$ cat src/rtl/seq_divider.sv
// seq_divider: iterative signed divider (restoring shift-subtract on magnitudes).
// Produces one quotient bit per clock and applies sign correction on the final
// iteration. Divide-by-zero skips the iterations and reports a flag.
module seq_divider #(
    parameter int WIDTH_N = 18,
    parameter int WIDTH_D = 8
) (
    input  logic               clk,
    input  logic               rst,
    input  logic               data_valid,
    output logic               ready,
    input  logic [WIDTH_N-1:0] dividend,
    input  logic [WIDTH_D-1:0] divisor,
    output logic [WIDTH_N-1:0] quotient,
    output logic [WIDTH_D-1:0] remainder,
    output logic               out_valid,
    output logic               div_by_zero,
    output logic               overflow
);

    localparam int CW = (WIDTH_N > 1) ? $clog2(WIDTH_N) : 1;

    typedef enum logic [1:0] {
        IDLE = 2'd0,
        CALC = 2'd1,
        DONE = 2'd2
    } state_t;

    state_t state, state_next;

    logic [CW-1:0]      count;
    logic [WIDTH_N-1:0] work;
    logic [WIDTH_D:0]   dsr_mag;
    logic [WIDTH_D:0]   prem;
    logic               neg_q;
    logic               neg_r;
    logic               ovf_pending;

    logic               divisor_zero;
    logic               is_ovf;
    logic [WIDTH_N-1:0] dividend_mag;
    logic [WIDTH_D:0]   divisor_ext;
    logic [WIDTH_D:0]   divisor_mag;
    logic [WIDTH_D:0]   shifted;
    logic               fits;
    logic [WIDTH_D:0]   prem_next;
    logic [WIDTH_N-1:0] work_next;
    logic [WIDTH_D-1:0] rem_mag;
    logic [WIDTH_N-1:0] quot_final;
    logic [WIDTH_D-1:0] rem_final;

    assign divisor_zero = (divisor == '0);
    assign is_ovf       = (dividend == {1'b1, {(WIDTH_N-1){1'b0}}}) && (divisor == '1);
    assign dividend_mag = dividend[WIDTH_N-1] ? -dividend : dividend;
    assign divisor_ext  = {divisor[WIDTH_D-1], divisor};
    assign divisor_mag  = divisor_ext[WIDTH_D] ? -divisor_ext : divisor_ext;

    // The partial remainder stays below |divisor|, so its top bit is always
    // free and the shifted value fits the same WIDTH_D+1 bit register.
    assign shifted    = {prem[WIDTH_D-1:0], work[WIDTH_N-1]};
    assign fits       = (shifted >= dsr_mag);
    assign prem_next  = fits ? (shifted - dsr_mag) : shifted;
    assign work_next  = {work[WIDTH_N-2:0], fits};
    assign rem_mag    = prem_next[WIDTH_D-1:0];
    assign quot_final = neg_q ? -work_next : work_next;
    assign rem_final  = neg_r ? -rem_mag : rem_mag;

    // State register
    always_ff @(posedge clk or posedge rst) begin
        if (rst) begin
            state <= IDLE;
        end else begin
            state <= state_next;
        end
    end

    // Next-state decode plus the handshake outputs, which depend only on state
    always_comb begin
        state_next = state;
        ready      = 1'b0;
        out_valid  = 1'b0;
        case (state)
            IDLE: begin
                ready = 1'b1;
                if (data_valid) begin
                    state_next = divisor_zero ? DONE : CALC;
                end
            end
            CALC: begin
                if (count == '0) begin
                    state_next = DONE;
                end
            end
            DONE: begin
                out_valid  = 1'b1;
                state_next = IDLE;
            end
            default: state_next = IDLE;
        endcase
    end

    // Operand capture, shift-subtract iteration and result registration
    always_ff @(posedge clk or posedge rst) begin
        if (rst) begin
            count       <= '0;
            work        <= '0;
            dsr_mag     <= '0;
            prem        <= '0;
            neg_q       <= 1'b0;
            neg_r       <= 1'b0;
            ovf_pending <= 1'b0;
            quotient    <= '0;
            remainder   <= '0;
            div_by_zero <= 1'b0;
            overflow    <= 1'b0;
        end else begin
            case (state)
                IDLE: begin
                    if (data_valid) begin
                        if (divisor_zero) begin
                            quotient    <= '1;
                            remainder   <= dividend[WIDTH_D-1:0];
                            div_by_zero <= 1'b1;
                            overflow    <= 1'b0;
                        end else begin
                            work        <= dividend_mag;
                            dsr_mag     <= divisor_mag;
                            prem        <= '0;
                            count       <= CW'(WIDTH_N - 1);
                            neg_q       <= dividend[WIDTH_N-1] ^ divisor[WIDTH_D-1];
                            neg_r       <= dividend[WIDTH_N-1];
                            ovf_pending <= is_ovf;
                        end
                    end
                end
                CALC: begin
                    work  <= work_next;
                    prem  <= prem_next;
                    count <= count - CW'(1);
                    if (count == '0) begin
                        quotient    <= quot_final;
                        remainder   <= rem_final;
                        div_by_zero <= 1'b0;
                        overflow    <= ovf_pending;
                    end
                end
                default: ;
            endcase
        end
    end

endmodule

$ cat config.mk
export PLATFORM = sky130hd
export DESIGN_NAME = seq_divider
export DESIGN_NICKNAME = d
export VERILOG_FILES = /design/src/rtl/seq_divider.sv
export SDC_FILE = /design/constraint.sdc
export NUM_CORES = 1
export LEC_CHECK = 0
export BUFFER_PORTS_ARGS = -buffer_cell sky130_fd_sc_hd__clkbuf_2
export CORE_ASPECT_RATIO = 1.5
export CORE_UTILIZATION = 65
export CTS_BUF_LIST = sky130_fd_sc_hd__clkbuf_8
export DETAILED_ROUTE_END_ITERATION = 7
export GPL_TIMING_DRIVEN = 0
export PLACE_DENSITY = 0.9
export SKIP_CTS_REPAIR_TIMING = 1
export SYNTH_ARGS = -nofsm -noshare
export SYNTH_HDL_FRONTEND = slang
export SYNTH_SLANG_ARGS = --single-unit
$ cat constraint.sdc
create_clock -name clk -period 4.9 [get_ports clk]
set_input_delay 0.245 -clock clk [delete_from_list [all_inputs] [get_ports clk]]
set_output_delay 0.245 -clock clk [all_outputs]
set_load 0.02 [all_outputs]
==> out/metrics.csv <==
metric;value;unit
synth_cells;554;
slew_violations;0;
area_growth;12.7;%
core_area;0.00685;sq mm
power_leakage;2.30;nW
period_minus_slack;3.23;ns
overflow;0;
fin_worst_skew;0.0102;ns
grt_pass1_wl;20300;microns
setup.worst_path.start_class;register;
dp_slack;1.75;ns
cts_inserted_buffers;9;
syn_area;0.00461;sq mm
ys_types;54;
portBuffers;56;
drtAntennaViolNets;0;
slew_headroom;39.6;%
ys.flop_type;dfrtp_1;
synthTopCellsByArea;dfrtp_1, xor2_1, o21ai_0;
avgSynthCellArea;8.32;sq um
yosys.area.top_type;dfrtp_1;
synth_common_cells;dfrtp_1, nand2_1, nor2_1;
post-dp-hpwl;8940;microns
cts_max_path_buffers;2;
setup_viol;0;
fin_tns_setup;0;ns
synth_edf_count;0;
die_x;70.8;microns
path_clk_slew;0.08;ns
crit_path_end_kind;register;
drtIter0Drc;360;
layout-drive-gt1-share;14.1;%
cts_root_buffer;clkbuf_8;
chipHeight;105;microns
clock_latency;0.37;ns
fmax;0.309;GHz
synth_most_common_cell;dfrtp_1;
gp_congestion;1.01;
io_pins;59;
antenna_found_initial;0;
drv_cap;0;
p_per_area;768;mW/mm^2
rsz0062_at_grt;no;
tightest_slew;0.906;ns
h-tree-depth;3;
diodes;0;
wl;12000;microns
routed_via_density;6.19;
multiInputGateArea;0.00256;sq mm
grt_usage;35.2;%
drt-pass1-iter-count;8;
remaining_drc_errors;12;
min_period_over_period;66.0;%
rows;37;
cp_max_fo;7;
hold_class;input port to async pin;
fillers;498;
synth_nets;601;
ys_ff_latch;73;
critPathArrivalTime;3.47;ns
seqCellArea;0.00183;sq mm
dieArea;0.00744;sq mm
synth_top_cell_area_share;39.6;%
violations;DRC;
cts.sinks;73;
vias;4357;
cts_tree;yes;
status;complete, but fails checks;
cp.required;5.14;ns
grt_pass1_vias;4503;
async_flop_share;100;%
worst_slack;1.67;ns
synth-seq-area-share;39.6;%
drt-wirelength-per-cell;17.1;microns
start_util;67.3;%
crit_type;register to register;
grt_max_degree;74;
report.final.hold_viol_count;0;
max-vdd-ir-drop;480;uV
yosysWarnings;0;
final_nets;668;
==> placed cells by master, fill, tap and decap left out, types with 11 or more instances in the layout <==
master / Yosys / final
inv_1: 27 / 27
a21oi_1: 47 / 47
o31ai_1: 13 / 13
clkbuf_2: 0 / 56
nor2_1: 59 / 59
o21ai_0: 56 / 56
nand3_1: 14 / 14
clkbuf_8: 0 / 11
xor2_1: 37 / 37
clkbuf_1: 21 / 21
nand2_1: 71 / 71
dfrtp_1: 73 / 73
xnor2_1: 13 / 13
ha_1: 17 / 17
==> power breakdown <==
part | internal (mW) | switching (mW)
sequential | 0.876 | 0.236
clock | 0.261 | 0.236
combinational | 0.883 | 1.50
==> stage by stage <==
stage	hold slack [ns]	total power, mW	instances	instance area [sq um]	utilization [%]
final	0.0496	3.99	704	5200	75.9
after global routing	0.147	4.31	704	5200	75.9
after CTS	0.0976	3.94	704	5200	75.9
after detailed placement	0.475	3.43	688	4990	72.8
after global placement	0.465	3.32	688	4990	72.8
after floorplan	0.393	2.82	554	4610	-
==> state kept, by name (all words and copies together), names as in the netlist <==
register / flops
count: 5
div_by_zero: 1
dsr_mag: 9
neg_q: 1
neg_r: 1
overflow: 1
ovf_pending: 1
prem: 8
quotient: 18
remainder: 8
state: 2
work: 18
==> kinds of logic after synthesis <==
kind of cell,synth area share (%)
mux,1.52
compound gates,19.9
xor+xnor,9.50
flops,39.6
buf+inv,4.86
simple gates,19.5
fa+ha+maj,5.05
==> worst max-delay path: stages (launching register included) <==
cell and delay, ns:
dfrtp_1 0.50, ha_1 0.43, nand3_1 0.15, o31ai_1 0.57, o21ai_0 0.24, and2_1 0.22
ha_1 0.22, inv_1 0.08, nor2_1 0.06, a311oi_1 0.35, xor2_1 0.19, o22ai_1 0.09
==> layout make-up <==
| type | count | share of cell area [%] |
|---|---|---|
| clock inverter | 5 | 1.06 |
| buffer | 27 | 2.21 |
| tap | 78 | 1.88 |
| inverter | 29 | 2.14 |
| timing repair buffer | 56 | 5.39 |
| sequential | 73 | 35.1 |
| clock buffer | 11 | 2.91 |
| multi-input combinational | 425 | 49.3 |
==> layer usage <==
layer / global-route usage [%] / vias to the layer above / wire (microns)
li1: - / 2055 / -
met5: 0 / - / 0
met1: 36.7 / 2062 / 4390
met2: 61.9 / 172 / 6360
met4: 23.1 / 0 / 699
met3: 8.00 / 68 / 595
==> path summary, 6_finish.rpt <==
path	startpoint	endpoint	slack [ns]	cells past startpoint
setup / recovery	prem[2]$_DFFE_PP0P_	remainder[6]$_DFFE_PP0P_	1.67	11
hold / removal	rst	quotient[17]$_DFFE_PP0P_	0.05	2
setup reg to reg	prem[2]$_DFFE_PP0P_	remainder[6]$_DFFE_PP0P_	1.67	11
hold reg to reg	dsr_mag[1]$_DFFE_PP0P_	dsr_mag[1]$_DFFE_PP0P_	0.49	2
max in group asynchronous	rst	remainder[0]$_DFFE_PP0P_	4.25	2
min in group clk	dividend[5]	remainder[5]$_DFFE_PP0P_	0.18	3
No activity file was read; power rests on OpenSTA's default activity.
